$ cat src/rtl/ram_access_arbiter.sv
// ram_access_arbiter: fixed-priority SDRAM arbiter for CPU, DMA and video requesters.
// Define RAM_ARBITER_REFRESH_EN to add the periodic refresh scheduler.
module ram_access_arbiter #(
  parameter logic [15:0] REFRESH_INTERVAL = 16'd780
) (
  input  logic        clock,
  input  logic        reset,
  input  logic [2:0]  request,
  input  logic [2:0]  write,
  input  logic [59:0] address,
  input  logic [23:0] write_data,
  output logic [2:0]  acknowledge,
  output logic [7:0]  read_data,
  output logic        ram_request,
  output logic        ram_write,
  output logic [19:0] ram_address,
  output logic [7:0]  ram_write_data,
  output logic        ram_refresh,
  input  logic        ram_acknowledge,
  input  logic [7:0]  ram_read_data,
  output logic        refresh_overrun
);
`ifdef RAM_ARBITER_REFRESH_EN
  typedef enum logic [1:0] {IDLE, ACCESS, DONE, REFRESH} state_t;
`else
  typedef enum logic [1:0] {IDLE, ACCESS, DONE} state_t;
`endif
  state_t state_q, state_d;
  logic [2:0] grant_q, grant_d;
  logic ram_write_q, ram_write_d;
  logic [19:0] ram_address_q, ram_address_d;
  logic [7:0] ram_write_data_q, ram_write_data_d, read_data_q, read_data_d;
`ifdef RAM_ARBITER_REFRESH_EN
  logic [15:0] count_q, count_d;
  logic pend_q, pend_d, overrun_q, overrun_d, expire;
  logic unused_write;
  // An expiry coinciding with the refresh acknowledge keeps pending set.
  always_comb begin
    expire = count_q == 16'd0;
    count_d = expire ? REFRESH_INTERVAL - 16'd1 : count_q - 16'd1;
    pend_d = expire | (pend_q & !(state_q == REFRESH && ram_acknowledge));
    overrun_d = overrun_q | (expire & pend_q);
  end
  always_ff @(posedge clock) begin
    if (reset) begin
      count_q <= REFRESH_INTERVAL - 16'd1;
      pend_q <= 1'b0;
      overrun_q <= 1'b0;
    end else begin
      count_q <= count_d;
      pend_q <= pend_d;
      overrun_q <= overrun_d;
    end
  end
  assign ram_refresh = state_q == REFRESH;
  assign refresh_overrun = overrun_q;
  assign unused_write = write[2];
`else
  logic unused_cfg;
  assign unused_cfg = ^{write[2], REFRESH_INTERVAL};
  assign ram_refresh = 1'b0;
  assign refresh_overrun = 1'b0;
`endif
  always_comb begin
    state_d = state_q;
    grant_d = grant_q;
    ram_write_d = ram_write_q;
    ram_address_d = ram_address_q;
    ram_write_data_d = ram_write_data_q;
    read_data_d = read_data_q;
    case (state_q)
      IDLE: begin
`ifdef RAM_ARBITER_REFRESH_EN
        if (pend_q) state_d = REFRESH; else
`endif
        if (|request) begin
          state_d = ACCESS;
          grant_d = request[2] ? 3'b100 : request[1] ? 3'b010 : 3'b001;
          ram_address_d = request[2] ? address[59:40] : request[1] ? address[39:20] : address[19:0];
          ram_write_data_d = request[2] ? write_data[23:16] : request[1] ? write_data[15:8] : write_data[7:0];
          ram_write_d = !request[2] && (request[1] ? write[1] : write[0]);
        end
      end
      ACCESS: if (ram_acknowledge) begin
        state_d = DONE;
        read_data_d = ram_read_data;
      end
      DONE: state_d = IDLE;
`ifdef RAM_ARBITER_REFRESH_EN
      REFRESH: state_d = ram_acknowledge ? IDLE : REFRESH;
`endif
      default: state_d = IDLE;
    endcase
  end
  always_ff @(posedge clock) begin
    if (reset) begin
      state_q <= IDLE;
      grant_q <= 3'b000;
      ram_write_q <= 1'b0;
      ram_address_q <= 20'h0;
      ram_write_data_q <= 8'h0;
      read_data_q <= 8'h0;
    end else begin
      state_q <= state_d;
      grant_q <= grant_d;
      ram_write_q <= ram_write_d;
      ram_address_q <= ram_address_d;
      ram_write_data_q <= ram_write_data_d;
      read_data_q <= read_data_d;
    end
  end
  assign acknowledge = state_q == DONE ? grant_q : 3'b000;
  assign ram_request = state_q == ACCESS;
  assign ram_write = ram_write_q;
  assign ram_address = ram_address_q;
  assign ram_write_data = ram_write_data_q;
  assign read_data = read_data_q;
endmodule

$ cat config.mk
export PLATFORM = sky130hd
export DESIGN_NAME = ram_access_arbiter
export DESIGN_NICKNAME = d
export VERILOG_FILES = /design/src/rtl/ram_access_arbiter.sv
export SDC_FILE = /design/constraint.sdc
export NUM_CORES = 1
export LEC_CHECK = 0
export BUFFER_PORTS_ARGS = -buffer_cell sky130_fd_sc_hd__buf_2
export CAP_MARGIN = 10
export CORE_MARGIN = 5
export CORE_UTILIZATION = 35
export CTS_CLUSTER_DIAMETER = 60
export DETAILED_ROUTE_END_ITERATION = 6
export PLACE_DENSITY = 0.84
export SLEW_MARGIN = 20
export SYNTH_ARGS = -nofsm -noshare
export SYNTH_HDL_FRONTEND = slang
export SYNTH_SLANG_ARGS = --single-unit
$ cat constraint.sdc
create_clock -name clock -period 1.3 [get_ports clock]
set_input_delay 0.13 -clock clock [delete_from_list [all_inputs] [get_ports clock]]
set_output_delay 0.13 -clock clock [all_outputs]
set_load 0.01 [all_outputs]
# After elaboration in Yosys (flattened, before gate mapping)
# Index checks and enable logic that the tools add are counted.
# classes
n_eq_ne,4
muxes,11
reduce_logical,7
# ops
op,n
two-way mux 20 bit,2
two-way mux 8 bit,2
two-way mux 2 bit,3
two-way mux 3 bit,2
AND reduction 2 bit,3
case mux 2 bit (2 select lines),1
OR reduction 3 bit,1
"equality test 2 x 1 -> 1 bit, second input constant",1
"equality test 2 bit, second input constant",1
logical NOT 2 bit,1
"inequality test 2 x 1 -> 1 bit, second input constant",1
"inequality test 2 bit, second input constant",1
logical AND 1 bit,1
logical NOT 1 bit,1
two-way mux 1 bit,1
# totals
regBits,42
in_bits,101
output_inout_bits,43
wordCells,28

# Depth between registers and ports, before layout
# depth
word_depth,3
ltp_mapped,6
mapped_depth_nobuf,3

# Worst setup path before layout
# OpenSTA, ideal clock, no wires.
# synth_timing
path_kind,reg-to-reg
start,register state_q[1]
end,"register ram_address_q[0], in the netlist ram_address[0]"
setup_time_ps,59
arrival_time_ps,1328
t_required_ps,1241
setup_slack_ps,-86
stages_incl_launch_ff,6
n_path_buf,2
synth_period_minus_slack_ps,1386
cell_sequence,dfxtp_1 > or2_0 > buf_2 > nor3_4 > buf_2 > a22o_1
# synth_via
elab_chain_len,2
# synth_lines
element,line,rtl
"start, declared",28,"state_t state_q, state_d;"
"start signal, assigned",104,state_q <= state_d;
logical NOT 2 bit,71,case (state_q)
AND reduction 2 bit (no source line),n/a,
"end signal, assigned",107,ram_address_q <= ram_address_d;
"end, declared",31,"logic [19:0] ram_address_q, ram_address_d;"
# No other way between the ends.
# A chain may end at the register's enable or synchronous reset.

# Worst setup path after layout
# layout_timing
start,register state_q[1]
end,"register ram_write_q, in the netlist ram_write"
# layout_via
elab_chain_len,2
# layout_lines
element,line,rtl
logical NOT 2 bit,71,
AND reduction 2 bit (no source line),n/a,
"end signal, assigned",106,ram_write_q <= ram_write_d;
"end, declared",30,"logic ram_write_q, ram_write_d;"
# No other way between the ends.

==> metrics.txt <==
Primary FF master, synth dfxtp_1; ys async rst share 0; routed vias/inst 4.888; pre-CTS setup slack -0.4466 ns; Post-synth EDFFs 0; Logic pwr share 0.260; CTS clk-pin slew, worst paths 0.08 ns; Slowest-stage cell, CP or4_4; Final Skew roughly 0.0074 ns; # nets final roughly 480; maximum VDD drop about 0.00064 V; commonest non-fill, non-tap cells in the layout 140 x buf_2, 40 x dfxtp_1, 37 x mux2i_1; Max Slew Vio Count 0; Cell variety after synth 25; Post-Syn Area per Cell about 9.2 um^2; CTS Sinks 42; drt total wl roughly 6200 um; global route total overflow 0; Final min period between 1 and 1.5 ns; Pwr per Cell Area 1045 nW/um^2; sw frac 0.2659; Filler cells roughly 530; TritonCTS clock tree built; # H-tree levels 2; Pwr Total ~3200 uW; crit path capture type flop; IO Count 144; wire length per cell approximately 14 um; YS warnings 0; first-pass GRT wire length slightly below 10000 um; Cells after Synth 224; most common cell after layout, fill and taps aside buf_2; Mapped Area roughly 2100 um^2; Critical Path RT roughly 1.5 ns; status complete, but fails checks; hpwl dp approximately 4700 um; Root Driver clkbuf_8; Detailed Routing Iterations Pass 1 4; P_int between 2000 and 2500 uW; Final Cycle Share 1.060; max_slew headroom 0.6377; RSZ-0062 raised after global routing yes; die footprint between 7000 and 8000 um^2; Hold Buf Count CTS 0; core region area around 5600 um^2; Port Buf Inserts 140; die span in x about 87 um; Static Leak 0.001678 uW; Total GRT Usage 0.1613; clk_lat worst skew 0.28 ns; Clock Path Buffers 2; Final Hold Fails 0; min-delay worst type in -> reg; Clk pwr share 0.292; 1st-iter DRT viols between 40 and 50; CP max stage delay 0.50 ns; final setup margin -0.07775 ns; Initial Util 0.3657; initial antenna violation count 0; max cap viols 0; Std-Cell Rows 27; Placer Congestion between 0.8 and 0.9; maximum fanout along the worst path 3; DR vias approximately 2200; Layout Area Growth over Synthesis 51.37%; register area share after synthesis 0.4100; worst hold path depth 3; Die Ht just under 90 um; Crit Path Class reg -> reg; DRC 0; layout cells sized above 1 0.4880; Slew @ Worst Pin between 0.5 and 0.6 ns; Fmax achieved 0.7258 GHz; #FFs+latches synth 42; Reg2Reg Depth 4; Seq pwr share 0.448; CTS Buf Count 5; largest net degree at the start of global routing 57; ANT cells 0; crit path launch type flop; Psw roughly 860 uW; crit-path cells or2_4 > buf_6 > or4_4 > a21oi_2; Detail Route Antenna Nets 0; failing checks negative setup slack; # setup viols final 1; Arr. time, crit path ~1.6 ns; vias in the first global route approximately 2200
==> power groups by stage <==
| stage | registers (uW) | logic [uW] | clock network [uW] |
|---|---|---|---|
| after detailed placement | 1480 | 772 | 0 |
| after floorplan | 1530 | 373 | 0 |
| after global placement | 1480 | 746 | 0 |
| after CTS | 1450 | 851 | 978 |
| after global routing | 1470 | 928 | 1030 |
| final | 1450 | 843 | 948 |
==> registers in the layout, indices dropped and copies added, names as in the netlist <==
| signal | count |
|---|---|
| grant_q | 3 |
| ram_write | 1 |
| state_q | 2 |
| ram_write_data | 8 |
| ram_address | 20 |
| read_data | 8 |
==> critical path: cells and delay by family, from the launching register on <==
family          cells  cell delay [ns]
flops               1             0.32
buf+inv             1             0.12
compound gates      1             0.12
simple gates        2             0.75
==> cell families after synthesis <==
kind of cell,Yosys count,synth area share
compound gates,65,0.2178
simple gates,57,0.1294
flops,42,0.4100
mux,37,0.1806
buf+inv,22,0.06040
other cells,1,0.001829
==> layout make-up <==
class                      count  area, um^2  area share
timing repair buffer         162       923.4      0.2975
clock buffer                   8       110.1     0.03547
multi-input combinational    162        1134      0.3652
tap                           72       90.09     0.02902
inverter                       1       3.754    0.001209
sequential                    42       843.3      0.2717
==> synth_stat cells, types with 2 or more instances <==
cell / number / share of area
buf_6: 3 / 0.016
clkbuf_1: 9 / 0.016
dfxtp_1: 42 / 0.41
nor2b_1: 3 / 0.0092
a22o_1: 28 / 0.12
nor2_1: 13 / 0.024
buf_4: 3 / 0.011
mux2i_1: 37 / 0.18
nor3_1: 2 / 0.0049
buf_2: 6 / 0.015
o21ai_0: 30 / 0.073
a21oi_1: 4 / 0.0098
and2_1: 3 / 0.0092
nand2_1: 30 / 0.055
==> metal layers <==
metal / up-vias / part of all wire / routed length [um] / GRT usage
met5: - / 0 / 0 / 0
met4: 0 / 0.0055 / 34 / 0.03966
met3: 5 / 0.11 / 676 / 0.05798
met1: 979 / 0.38 / 2357 / 0.1721
met2: 109 / 0.51 / 3163 / 0.2997
li1: 1092 / - / - / -
==> per-stage QoR <==
step | cells | setup TNS (ns) | util | cell area (um^2) | hold slack, ns
2_1_floorplan | 225 | -0.04013 | - | 2068 | 0.2739
3_3_place_gp | 430 | -9.878 | 0.5116 | 2869 | 0.3587
3_5_place_dp | 430 | -11.57 | 0.5116 | 2869 | 0.3782
4_1_cts | 447 | -0.1250 | 0.5518 | 3094 | 0.06504
5_1_grt | 447 | -0.3159 | 0.5535 | 3104 | 0.07599
6_report | 447 | -0.07775 | 0.5535 | 3104 | 0.07366
==> worst paths after layout <==
| kind | start | end | slack [ns] |
|---|---|---|---|
| worst min register to register | ram_write_data[2] | ram_write_data[2] | 0.48 |
| worst min-delay path | ram_read_data[4] | read_data[4] | 0.07 |
| worst max-delay path | state_q[1] | ram_write | -0.08 |
| worst max register to register | state_q[1] | ram_write | -0.08 |
==> timing repair <==
item,in CTS,in global routing
pin swaps,5,4
gates cloned,1,0
buffers inserted,8,0
resized for setup,10,3
endpoints found under the setup margin,32,18
Power figures use the tool's default switching activity.
